[src/rtl/tile_control_unit_pkg.sv]
// Shared types and helpers for the tile control unit: FSM state encoding,
// operand select encoding and a width helper.
package tile_control_unit_pkg;

    typedef enum logic [2:0] {
        IDLE   = 3'd0,
        REQ_RD = 3'd1,
        LOAD   = 3'd2,
        RUN_PU = 3'd3,
        REQ_WR = 3'd4,
        STORE  = 3'd5
    } state_e;

    localparam logic AORB_A = 1'b0;
    localparam logic AORB_B = 1'b1;

    // ceil(log2(v)), never less than 1 so a K=1 tile still gets a counter bit
    function automatic int unsigned clog2(input int unsigned v);
        int unsigned r;
        r = 0;
        while ((64'd1 << r) < 64'(v)) r = r + 1;
        if (r == 0) r = 1;
        return r;
    endfunction

endpackage

[src/rtl/tile_control_unit_addr_gen.sv]
// Combinational element address: base + (p*K + r)*N + q*K + c, N = mu*K,
// wrapping modulo 2^MEM_ADDR_WIDTH.
module tile_addr_gen
    import tile_control_unit_pkg::*;
#(
    parameter int K              = 2,
    parameter int INDEX_WIDTH    = 8,
    parameter int MU_WIDTH       = 8,
    parameter int MEM_ADDR_WIDTH = 10,
    parameter int CNT_WIDTH      = clog2(K * K)
) (
    input  logic [MEM_ADDR_WIDTH-1:0] i_base,
    input  logic [INDEX_WIDTH-1:0]    i_tile_row,
    input  logic [INDEX_WIDTH-1:0]    i_tile_col,
    input  logic [MU_WIDTH-1:0]       i_mu,
    input  logic [CNT_WIDTH-1:0]      i_elem,
    output logic [MEM_ADDR_WIDTH-1:0] o_addr
);
    localparam logic [CNT_WIDTH-1:0]      K_C = CNT_WIDTH'(K);
    localparam logic [MEM_ADDR_WIDTH-1:0] K_A = MEM_ADDR_WIDTH'(K);

    logic [CNT_WIDTH-1:0]      elem_r, elem_c;
    logic [MEM_ADDR_WIDTH-1:0] row_len, row, col;

    always_comb begin
        elem_r  = i_elem / K_C;
        elem_c  = i_elem % K_C;
        row_len = MEM_ADDR_WIDTH'(i_mu) * K_A;
        row     = MEM_ADDR_WIDTH'(i_tile_row) * K_A + MEM_ADDR_WIDTH'(elem_r);
        col     = MEM_ADDR_WIDTH'(i_tile_col) * K_A + MEM_ADDR_WIDTH'(elem_c);
        o_addr  = i_base + row * row_len + col;
    end

endmodule

[src/rtl/tile_control_unit.sv]
// Sequences one C(i,j) tile: for each x loads A(i,x) and B(x,j) into the RF,
// runs the PU, then stores the accumulated tile to memory.
module tile_control_unit
    import tile_control_unit_pkg::*;
#(
    parameter int K              = 2,
    parameter int INDEX_WIDTH    = 8,
    parameter int MU_WIDTH       = 8,
    parameter int MEM_ADDR_WIDTH = 10,
    parameter int CNT_WIDTH      = clog2(K * K)
) (
    input  logic                      i_Clock,
    input  logic                      i_Reset,
    input  logic                      i_Grant,
    output logic                      o_Grant_Request,
    input  logic [INDEX_WIDTH-1:0]    i_Row_Index,
    input  logic [INDEX_WIDTH-1:0]    i_Column_Index,
    input  logic                      i_Indexes_Ready,
    output logic                      o_Indexes_Received,
    output logic                      o_Result_Ready,
    output logic                      o_Busy,
    input  logic [MU_WIDTH-1:0]       i_mu,
    input  logic [MEM_ADDR_WIDTH-1:0] i_A_Base,
    input  logic [MEM_ADDR_WIDTH-1:0] i_B_Base,
    input  logic [MEM_ADDR_WIDTH-1:0] i_C_Base,
    output logic [CNT_WIDTH-1:0]      o_RF_Address,
    output logic                      o_RF_Write_Enable,
    output logic                      o_RF_Read_Enable,
    output logic                      o_AorB,
    output logic                      o_PU_Start,
    output logic                      o_PU_First,
    input  logic                      i_Partial_Output_Ready,
    output logic                      o_Memory_Read_Enable,
    output logic                      o_Memory_Write_Enable,
    output logic [MEM_ADDR_WIDTH-1:0] o_Memory_Address
);
    localparam logic [CNT_WIDTH-1:0] LAST_ELEM = CNT_WIDTH'(K * K - 1);

    state_e                    state_q, state_d;
    logic [INDEX_WIDTH-1:0]    row_q, row_d, col_q, col_d;
    logic [MU_WIDTH-1:0]       mu_q, mu_d, x_q, x_d;
    logic [MEM_ADDR_WIDTH-1:0] a_base_q, a_base_d, b_base_q, b_base_d, c_base_q, c_base_d;
    logic [CNT_WIDTH-1:0]      count_q, count_d, rd_elem_q, rd_elem_d;
    logic                      sel_q, sel_d, rd_sel_q, rd_sel_d;
    logic                      issue_done_q, issue_done_d, rd_last_q, rd_last_d, last_q, last_d;

    logic                      grant_req_q, grant_req_d, ack_q, ack_d, done_q, done_d, busy_q, busy_d;
    logic [CNT_WIDTH-1:0]      rf_addr_q, rf_addr_d;
    logic                      rf_we_q, rf_we_d, rf_re_q, rf_re_d, aorb_q, aorb_d;
    logic                      pu_start_q, pu_start_d, pu_first_q, pu_first_d;
    logic                      mem_re_q, mem_re_d, mem_we_q, mem_we_d;
    logic [MEM_ADDR_WIDTH-1:0] mem_addr_q, mem_addr_d;

    logic [MEM_ADDR_WIDTH-1:0] gen_base, gen_addr;
    logic [INDEX_WIDTH-1:0]    gen_tile_row, gen_tile_col;
    logic [CNT_WIDTH-1:0]      gen_elem;

    // STORE addresses the element leaving the RF; loads address the next element to issue
    always_comb begin
        gen_elem = count_q;
        if (state_q == STORE) begin
            gen_base = c_base_q; gen_tile_row = row_q; gen_tile_col = col_q; gen_elem = rf_addr_q;
        end else if (sel_q == AORB_A) begin
            gen_base = a_base_q; gen_tile_row = row_q; gen_tile_col = INDEX_WIDTH'(x_q);
        end else begin
            gen_base = b_base_q; gen_tile_row = INDEX_WIDTH'(x_q); gen_tile_col = col_q;
        end
    end

    tile_addr_gen #(
        .K(K), .INDEX_WIDTH(INDEX_WIDTH), .MU_WIDTH(MU_WIDTH),
        .MEM_ADDR_WIDTH(MEM_ADDR_WIDTH), .CNT_WIDTH(CNT_WIDTH)
    ) u_addr_gen (
        .i_base(gen_base), .i_tile_row(gen_tile_row), .i_tile_col(gen_tile_col),
        .i_mu(mu_q), .i_elem(gen_elem), .o_addr(gen_addr)
    );

    always_comb begin
        state_d = state_q; row_d = row_q; col_d = col_q; mu_d = mu_q; x_d = x_q;
        a_base_d = a_base_q; b_base_d = b_base_q; c_base_d = c_base_q;
        count_d = count_q; sel_d = sel_q; issue_done_d = issue_done_q;
        rd_elem_d = '0; rd_sel_d = 1'b0; rd_last_d = 1'b0; last_d = 1'b0;
        grant_req_d = grant_req_q; busy_d = busy_q; ack_d = 1'b0; done_d = 1'b0;
        rf_addr_d = '0; rf_we_d = 1'b0; rf_re_d = 1'b0; aorb_d = 1'b0;
        pu_start_d = 1'b0; pu_first_d = 1'b0;
        mem_re_d = 1'b0; mem_we_d = 1'b0; mem_addr_d = '0;

        // one-cycle latency stages finish regardless of grant
        if (mem_re_q) begin
            rf_we_d = 1'b1; rf_addr_d = rd_elem_q; aorb_d = rd_sel_q; last_d = rd_last_q;
        end
        if (rf_re_q) begin
            mem_we_d = 1'b1; mem_addr_d = gen_addr; last_d = (rf_addr_q == LAST_ELEM);
        end

        case (state_q)
            IDLE: if (i_Indexes_Ready) begin
                row_d = i_Row_Index; col_d = i_Column_Index;
                mu_d = (i_mu == '0) ? MU_WIDTH'(1) : i_mu;
                a_base_d = i_A_Base; b_base_d = i_B_Base; c_base_d = i_C_Base;
                x_d = '0; ack_d = 1'b1; busy_d = 1'b1; grant_req_d = 1'b1;
                state_d = REQ_RD;
            end
            REQ_RD: if (i_Grant) begin
                state_d = LOAD; sel_d = AORB_A; count_d = '0; issue_done_d = 1'b0;
            end
            LOAD: begin
                if (i_Grant && !issue_done_q) begin
                    mem_re_d = 1'b1; mem_addr_d = gen_addr;
                    rd_elem_d = count_q; rd_sel_d = sel_q;
                    rd_last_d = (sel_q == AORB_B) && (count_q == LAST_ELEM);
                    if (count_q == LAST_ELEM) begin
                        count_d = '0;
                        if (sel_q == AORB_A) sel_d = AORB_B;
                        else issue_done_d = 1'b1;
                    end else begin
                        count_d = count_q + CNT_WIDTH'(1);
                    end
                end
                if (last_q) begin
                    grant_req_d = 1'b0; pu_start_d = 1'b1; pu_first_d = (x_q == '0);
                    state_d = RUN_PU;
                end
            end
            RUN_PU: if (i_Partial_Output_Ready) begin
                grant_req_d = 1'b1;
                if (x_q < mu_q - MU_WIDTH'(1)) begin
                    x_d = x_q + MU_WIDTH'(1); state_d = REQ_RD;
                end else begin
                    state_d = REQ_WR;
                end
            end
            REQ_WR: if (i_Grant) begin
                state_d = STORE; count_d = '0; issue_done_d = 1'b0;
            end
            STORE: begin
                if (i_Grant && !issue_done_q) begin
                    rf_re_d = 1'b1; rf_addr_d = count_q;
                    if (count_q == LAST_ELEM) begin
                        count_d = '0; issue_done_d = 1'b1;
                    end else begin
                        count_d = count_q + CNT_WIDTH'(1);
                    end
                end
                if (last_q) begin
                    grant_req_d = 1'b0; done_d = 1'b1; busy_d = 1'b0; state_d = IDLE;
                end
            end
            default: state_d = IDLE;
        endcase
    end

    always_ff @(posedge i_Clock) begin
        if (i_Reset) begin
            state_q <= IDLE; row_q <= '0; col_q <= '0; mu_q <= '0; x_q <= '0;
            a_base_q <= '0; b_base_q <= '0; c_base_q <= '0;
            count_q <= '0; sel_q <= 1'b0; issue_done_q <= 1'b0;
            rd_elem_q <= '0; rd_sel_q <= 1'b0; rd_last_q <= 1'b0; last_q <= 1'b0;
            grant_req_q <= 1'b0; ack_q <= 1'b0; done_q <= 1'b0; busy_q <= 1'b0;
            rf_addr_q <= '0; rf_we_q <= 1'b0; rf_re_q <= 1'b0; aorb_q <= 1'b0;
            pu_start_q <= 1'b0; pu_first_q <= 1'b0;
            mem_re_q <= 1'b0; mem_we_q <= 1'b0; mem_addr_q <= '0;
        end else begin
            state_q <= state_d; row_q <= row_d; col_q <= col_d; mu_q <= mu_d; x_q <= x_d;
            a_base_q <= a_base_d; b_base_q <= b_base_d; c_base_q <= c_base_d;
            count_q <= count_d; sel_q <= sel_d; issue_done_q <= issue_done_d;
            rd_elem_q <= rd_elem_d; rd_sel_q <= rd_sel_d; rd_last_q <= rd_last_d; last_q <= last_d;
            grant_req_q <= grant_req_d; ack_q <= ack_d; done_q <= done_d; busy_q <= busy_d;
            rf_addr_q <= rf_addr_d; rf_we_q <= rf_we_d; rf_re_q <= rf_re_d; aorb_q <= aorb_d;
            pu_start_q <= pu_start_d; pu_first_q <= pu_first_d;
            mem_re_q <= mem_re_d; mem_we_q <= mem_we_d; mem_addr_q <= mem_addr_d;
        end
    end

    assign o_Grant_Request       = grant_req_q;
    assign o_Indexes_Received    = ack_q;
    assign o_Result_Ready        = done_q;
    assign o_Busy                = busy_q;
    assign o_RF_Address          = rf_addr_q;
    assign o_RF_Write_Enable     = rf_we_q;
    assign o_RF_Read_Enable      = rf_re_q;
    assign o_AorB                = aorb_q;
    assign o_PU_Start            = pu_start_q;
    assign o_PU_First            = pu_first_q;
    assign o_Memory_Read_Enable  = mem_re_q;
    assign o_Memory_Write_Enable = mem_we_q;
    assign o_Memory_Address      = mem_addr_q;

endmodule

[config.mk]
export PLATFORM = sky130hd
export DESIGN_NAME = tile_control_unit
export DESIGN_NICKNAME = d
export VERILOG_FILES = /design/src/rtl/tile_control_unit_pkg.sv /design/src/rtl/tile_control_unit_addr_gen.sv /design/src/rtl/tile_control_unit.sv
export SDC_FILE = /design/constraint.sdc
export NUM_CORES = 1
export LEC_CHECK = 0
export BUFFER_PORTS_ARGS = -buffer_cell sky130_fd_sc_hd__clkbuf_2
export CAP_MARGIN = 20
export CORE_ASPECT_RATIO = 0.5
export CORE_MARGIN = 2
export CORE_UTILIZATION = 30
export CTS_BUF_LIST = sky130_fd_sc_hd__clkbuf_8 sky130_fd_sc_hd__clkbuf_16
export CTS_CLUSTER_DIAMETER = 30
export DETAILED_ROUTE_END_ITERATION = 8
export PLACE_DENSITY_LB_ADDON = 0.12
export SYNTH_ARGS = -nofsm -noshare
export SYNTH_HDL_FRONTEND = slang
export SYNTH_SLANG_ARGS = --single-unit
export TNS_END_PERCENT = 100
[constraint.sdc]
create_clock -name i_Clock -period 8.8 [get_ports i_Clock]
set_input_delay 1.76 -clock i_Clock [delete_from_list [all_inputs] [get_ports i_Clock]]
set_output_delay 1.76 -clock i_Clock [all_outputs]
set_load 0.05 [all_outputs]
==> results.py <==
metrics = {
    "synthesis": {
        "synth_warnings": 0,
        "muxShareOfSynthArea_pct": 4.36,
        "ys.flop_type": "dfxtp_1",
        "synth-seq-cells": 97,
        "syn-num-nets": 851,
        "synth_top_family_by_area": "simple AND/OR/NAND/NOR gates",
        "synthAdderAreaFrac_pct": 16.7,
        "avgSynthCellArea_sq_um": 8.24,
        "synth_cell_type_count": 55,
        "syn-cell-area_sq_um": 6000,
        "ys_seq_area_share_pct": 32.4,
        "async_flop_share_pct": 0,
        "synth-edff-count": 0,
        "synthCells": 728,
        "synth-xor-area-share_pct": 4.96,
        "synth_compound_area_share_pct": 13.0,
        "synth-simple-area-share_pct": 22.6,
    },
    "power_and_ir_drop": {
        "leakage_nw": 3.05,
        "power_density_nw_per_um2": 195,
        "switchingPower_mw": 0.484,
        "seq_power_share_pct": 40.1,
        "irDropWorstVdd_uv": 91.1,
        "switching_share_pct": 35.7,
        "internal_power_mw": 0.874,
        "pwr-share-clk_pct": 31.0,
        "combPwrFrac_pct": 28.9,
    },
    "global_route": {
        "antenna_found_initial": 0,
        "grt_max_degree": 58,
        "gr-total-overflow": 0,
        "grt_pass1_vias": 5080,
        "track_usage_pct": 16.5,
        "grt_pass1_wl_mm": 27.3,
    },
    "drt": {
        "vias_per_cell": 4.66,
        "wl_per_cell_um": 15.7,
        "drt_iter0_markers": 301,
        "drc": 0,
        "dr.pass1.iters": 4,
        "wirelength_mm": 16.6,
        "via_count": 4936,
        "ant_nets": 0,
    },
    "layout": {
        "nFillCells": 2127,
        "fin_cells": 1059,
        "diodes": 0,
        "final_util_pct": 35.6,
        "final_nets": 911,
        "area_delta_synth_final_pct": 15.9,
        "drive_above_1_share_pct": 15.6,
    },
    "worst_setup_path": {
        "cp_data_required_time_ps": 9070,
        "crit_path_end_kind": "flop",
        "worstSetupStartpointType": "flop",
        "rrSetupSlack_ps": 2300,
        "crit_fanout": 28,
        "worst_ep_arrival_time_ps": 6770,
        "path_class": "flop to flop",
    },
    "cts": {
        "cts_buffer_depth": 2,
        "h-tree-depth": 3,
        "path_clk_slew_ps": 80,
        "cts_resized": 0,
        "cts_hold_buffers": 0,
        "clockRootBuffer": "clkbuf_16",
        "cts_setup_buffers": 0,
        "cts_sinks": 97,
        "cts_tree": "built",
        "cts_buffers": 9,
        "clock_latency_ps": 350,
    },
    "floorplanning": {
        "core_area_sq_um": 19500,
        "row_count": 36,
        "io_pins": 82,
        "die_width_um": 204,
        "initial_core_util_pct": 30.7,
        "die_h_um": 104,
        "design.die.area_sq_um": 21200,
    },
    "placement": {
        "hpwl_mm": 12.7,
        "port_buffers": 81,
        "dp.cells": 1043,
        "routabilityCongestion": 0.769,
        "dpl_worst_slack_ps": 2300,
    },
    "sta": {
        "setup_ws_ps": 2300,
        "hold_viol": 0,
        "worstMarginPinSlew_ps": 890,
        "finalSetupTns_ps": 0,
        "fmax_mhz": 154,
        "maxSlewViolCount": 0,
        "fin_skew_ps": 15.2,
        "timing.final.crit_share_pct": 73.9,
        "slew_headroom_pct": 40.4,
        "rsz0062_at_grt": "false",
        "min_period_ps": 6500,
        "setup-violations-final": 0,
    },
    "status": {
        "status": "complete, no violations",
    },
    "hold_path": {
        "hp-class": "flop to flop",
    },
    "job": {
        "cap_violations": 0,
    },
}
==> worst max-delay path, cell delays in order, from the launching register on <==
cell and delay, ps:
dfxtp_1 730, and3b_1 250, buf_4 290, mux2i_1 700
nor2b_1 150, fa_1 480, fa_1 490, ha_1 290
inv_1 50, fa_1 520, inv_1 40, ha_1 330
a21o_1 200, a21oi_1 170, xnor2_1 90, fa_1 380
xnor2_1 200, xnor2_1 150, xnor2_1 150, xnor2_1 150
xnor2_1 160, xnor3_1 330, nor2_1 90
==> power by group through the flow <==
stage	logic (mW)	clock network, mW	registers, mW
final	0.393	0.420	0.545
after floorplan	0.296	0	0.536
after global placement	0.388	0	0.554
after detailed placement	0.398	0	0.555
after global routing	0.450	0.454	0.555
after CTS	0.400	0.435	0.545
==> state kept, by name, indices dropped and copies added, names as in the netlist, 2 cells and up <==
signal and count:
a_base_q 10, b_base_q 10, c_base_q 10, o_Memory_Address 10, col_q 8, mu_q 8, row_q 8, x_q 8
state_q 3, count_q 2, o_RF_Address 2, rd_elem_q 2
==> synthesized netlist by cell type, types with 16 or more instances <==
| library cell | number | area share, % |
|---|---|---|
| fa_1 | 27 | 9.0 |
| mux2i_1 | 18 | 3.0 |
| ha_1 | 37 | 7.7 |
| inv_1 | 51 | 3.2 |
| dfxtp_1 | 97 | 32 |
| xnor2_1 | 20 | 2.9 |
| nor2b_1 | 18 | 1.9 |
| a21oi_1 | 86 | 7.2 |
| clkbuf_1 | 28 | 1.8 |
| nand2b_1 | 16 | 1.7 |
| nor2_1 | 39 | 2.4 |
| nand2_1 | 153 | 9.6 |
==> area by class of cell <==
| class | instances | area [sq um] | area share, % |
|---|---|---|---|
| Timing Repair Buffer | 88 | 474 | 6.82 |
| Tap cell | 266 | 333 | 4.78 |
| Sequential cell | 97 | 1940 | 27.9 |
| Inverter | 51 | 191 | 2.75 |
| Multi-Input combinational cell | 541 | 3700 | 53.3 |
| Clock buffer | 10 | 239 | 3.44 |
| Clock inverter | 6 | 72.6 | 1.04 |
==> stage by stage <==
stage / power [mW] / area [sq um] / hold WS [ps]
after floorplan: 0.832 / 6000 / 406
after global placement: 0.942 / 6610 / 437
after detailed placement: 0.954 / 6650 / 433
after CTS: 1.38 / 6960 / 451
after global routing: 1.46 / 6960 / 472
final: 1.36 / 6960 / 440
==> worst paths after layout <==
kind	depth (start not counted)	start	endpoint
setup reg to reg	22	state_q[0]$_SDFFE_PP0P_	o_Memory_Address[9]$_SDFF_PP0_
hold reg to reg	1	rd_sel_q$_SDFF_PP0_	o_AorB$_SDFF_PP0_
setup / recovery	22	state_q[0]$_SDFFE_PP0P_	o_Memory_Address[9]$_SDFF_PP0_
hold / removal	1	rd_sel_q$_SDFF_PP0_	o_AorB$_SDFF_PP0_
==> kinds of logic (layout without fill, tap and decap cells) <==
| logic type | Yosys count | after routing |
|---|---|---|
| muxes | 25 | 25 |
| buffers and inverters | 90 | 155 |
| adders and majority gates | 64 | 64 |
| xor gates and xnor gates | 30 | 30 |
| DFF | 97 | 97 |
| AOI/OAI and AO/OA | 134 | 134 |
| and+or+nand+nor | 288 | 288 |
==> placed cells by master (no fill, tap or decap), drive strengths merged, types with 3 or more instances in the layout <==
cell and n:
nand2 153, dfxtp 97, clkbuf 91, a21oi 86, inv 54, nor2 39, ha 37, fa 27
xnor2 21, mux2i 19, nor2b 18, nand2b 18, and2 16, o21ai 15, xor2 7, nand3 7
nor3 7, buf 7, nand4b 6, mux2 6, and3 5, a21o 4, o21a 4, o21bai 4
or3 4, o211ai 4, a31o 3, nand4 3, a211oi 3, nand3b 3
==> per-layer routing <==
layer / vias to the layer above / global-route usage, % / routed length [um]
met5: - / 0 / 0
met4: 0 / 2.64 / 75
met3: 5 / 3.07 / 366
met2: 54 / 24.4 / 7000
met1: 2357 / 24.9 / 9200
li1: 2520 / - / -
Note: power is estimated with default switching activity, not from simulation.
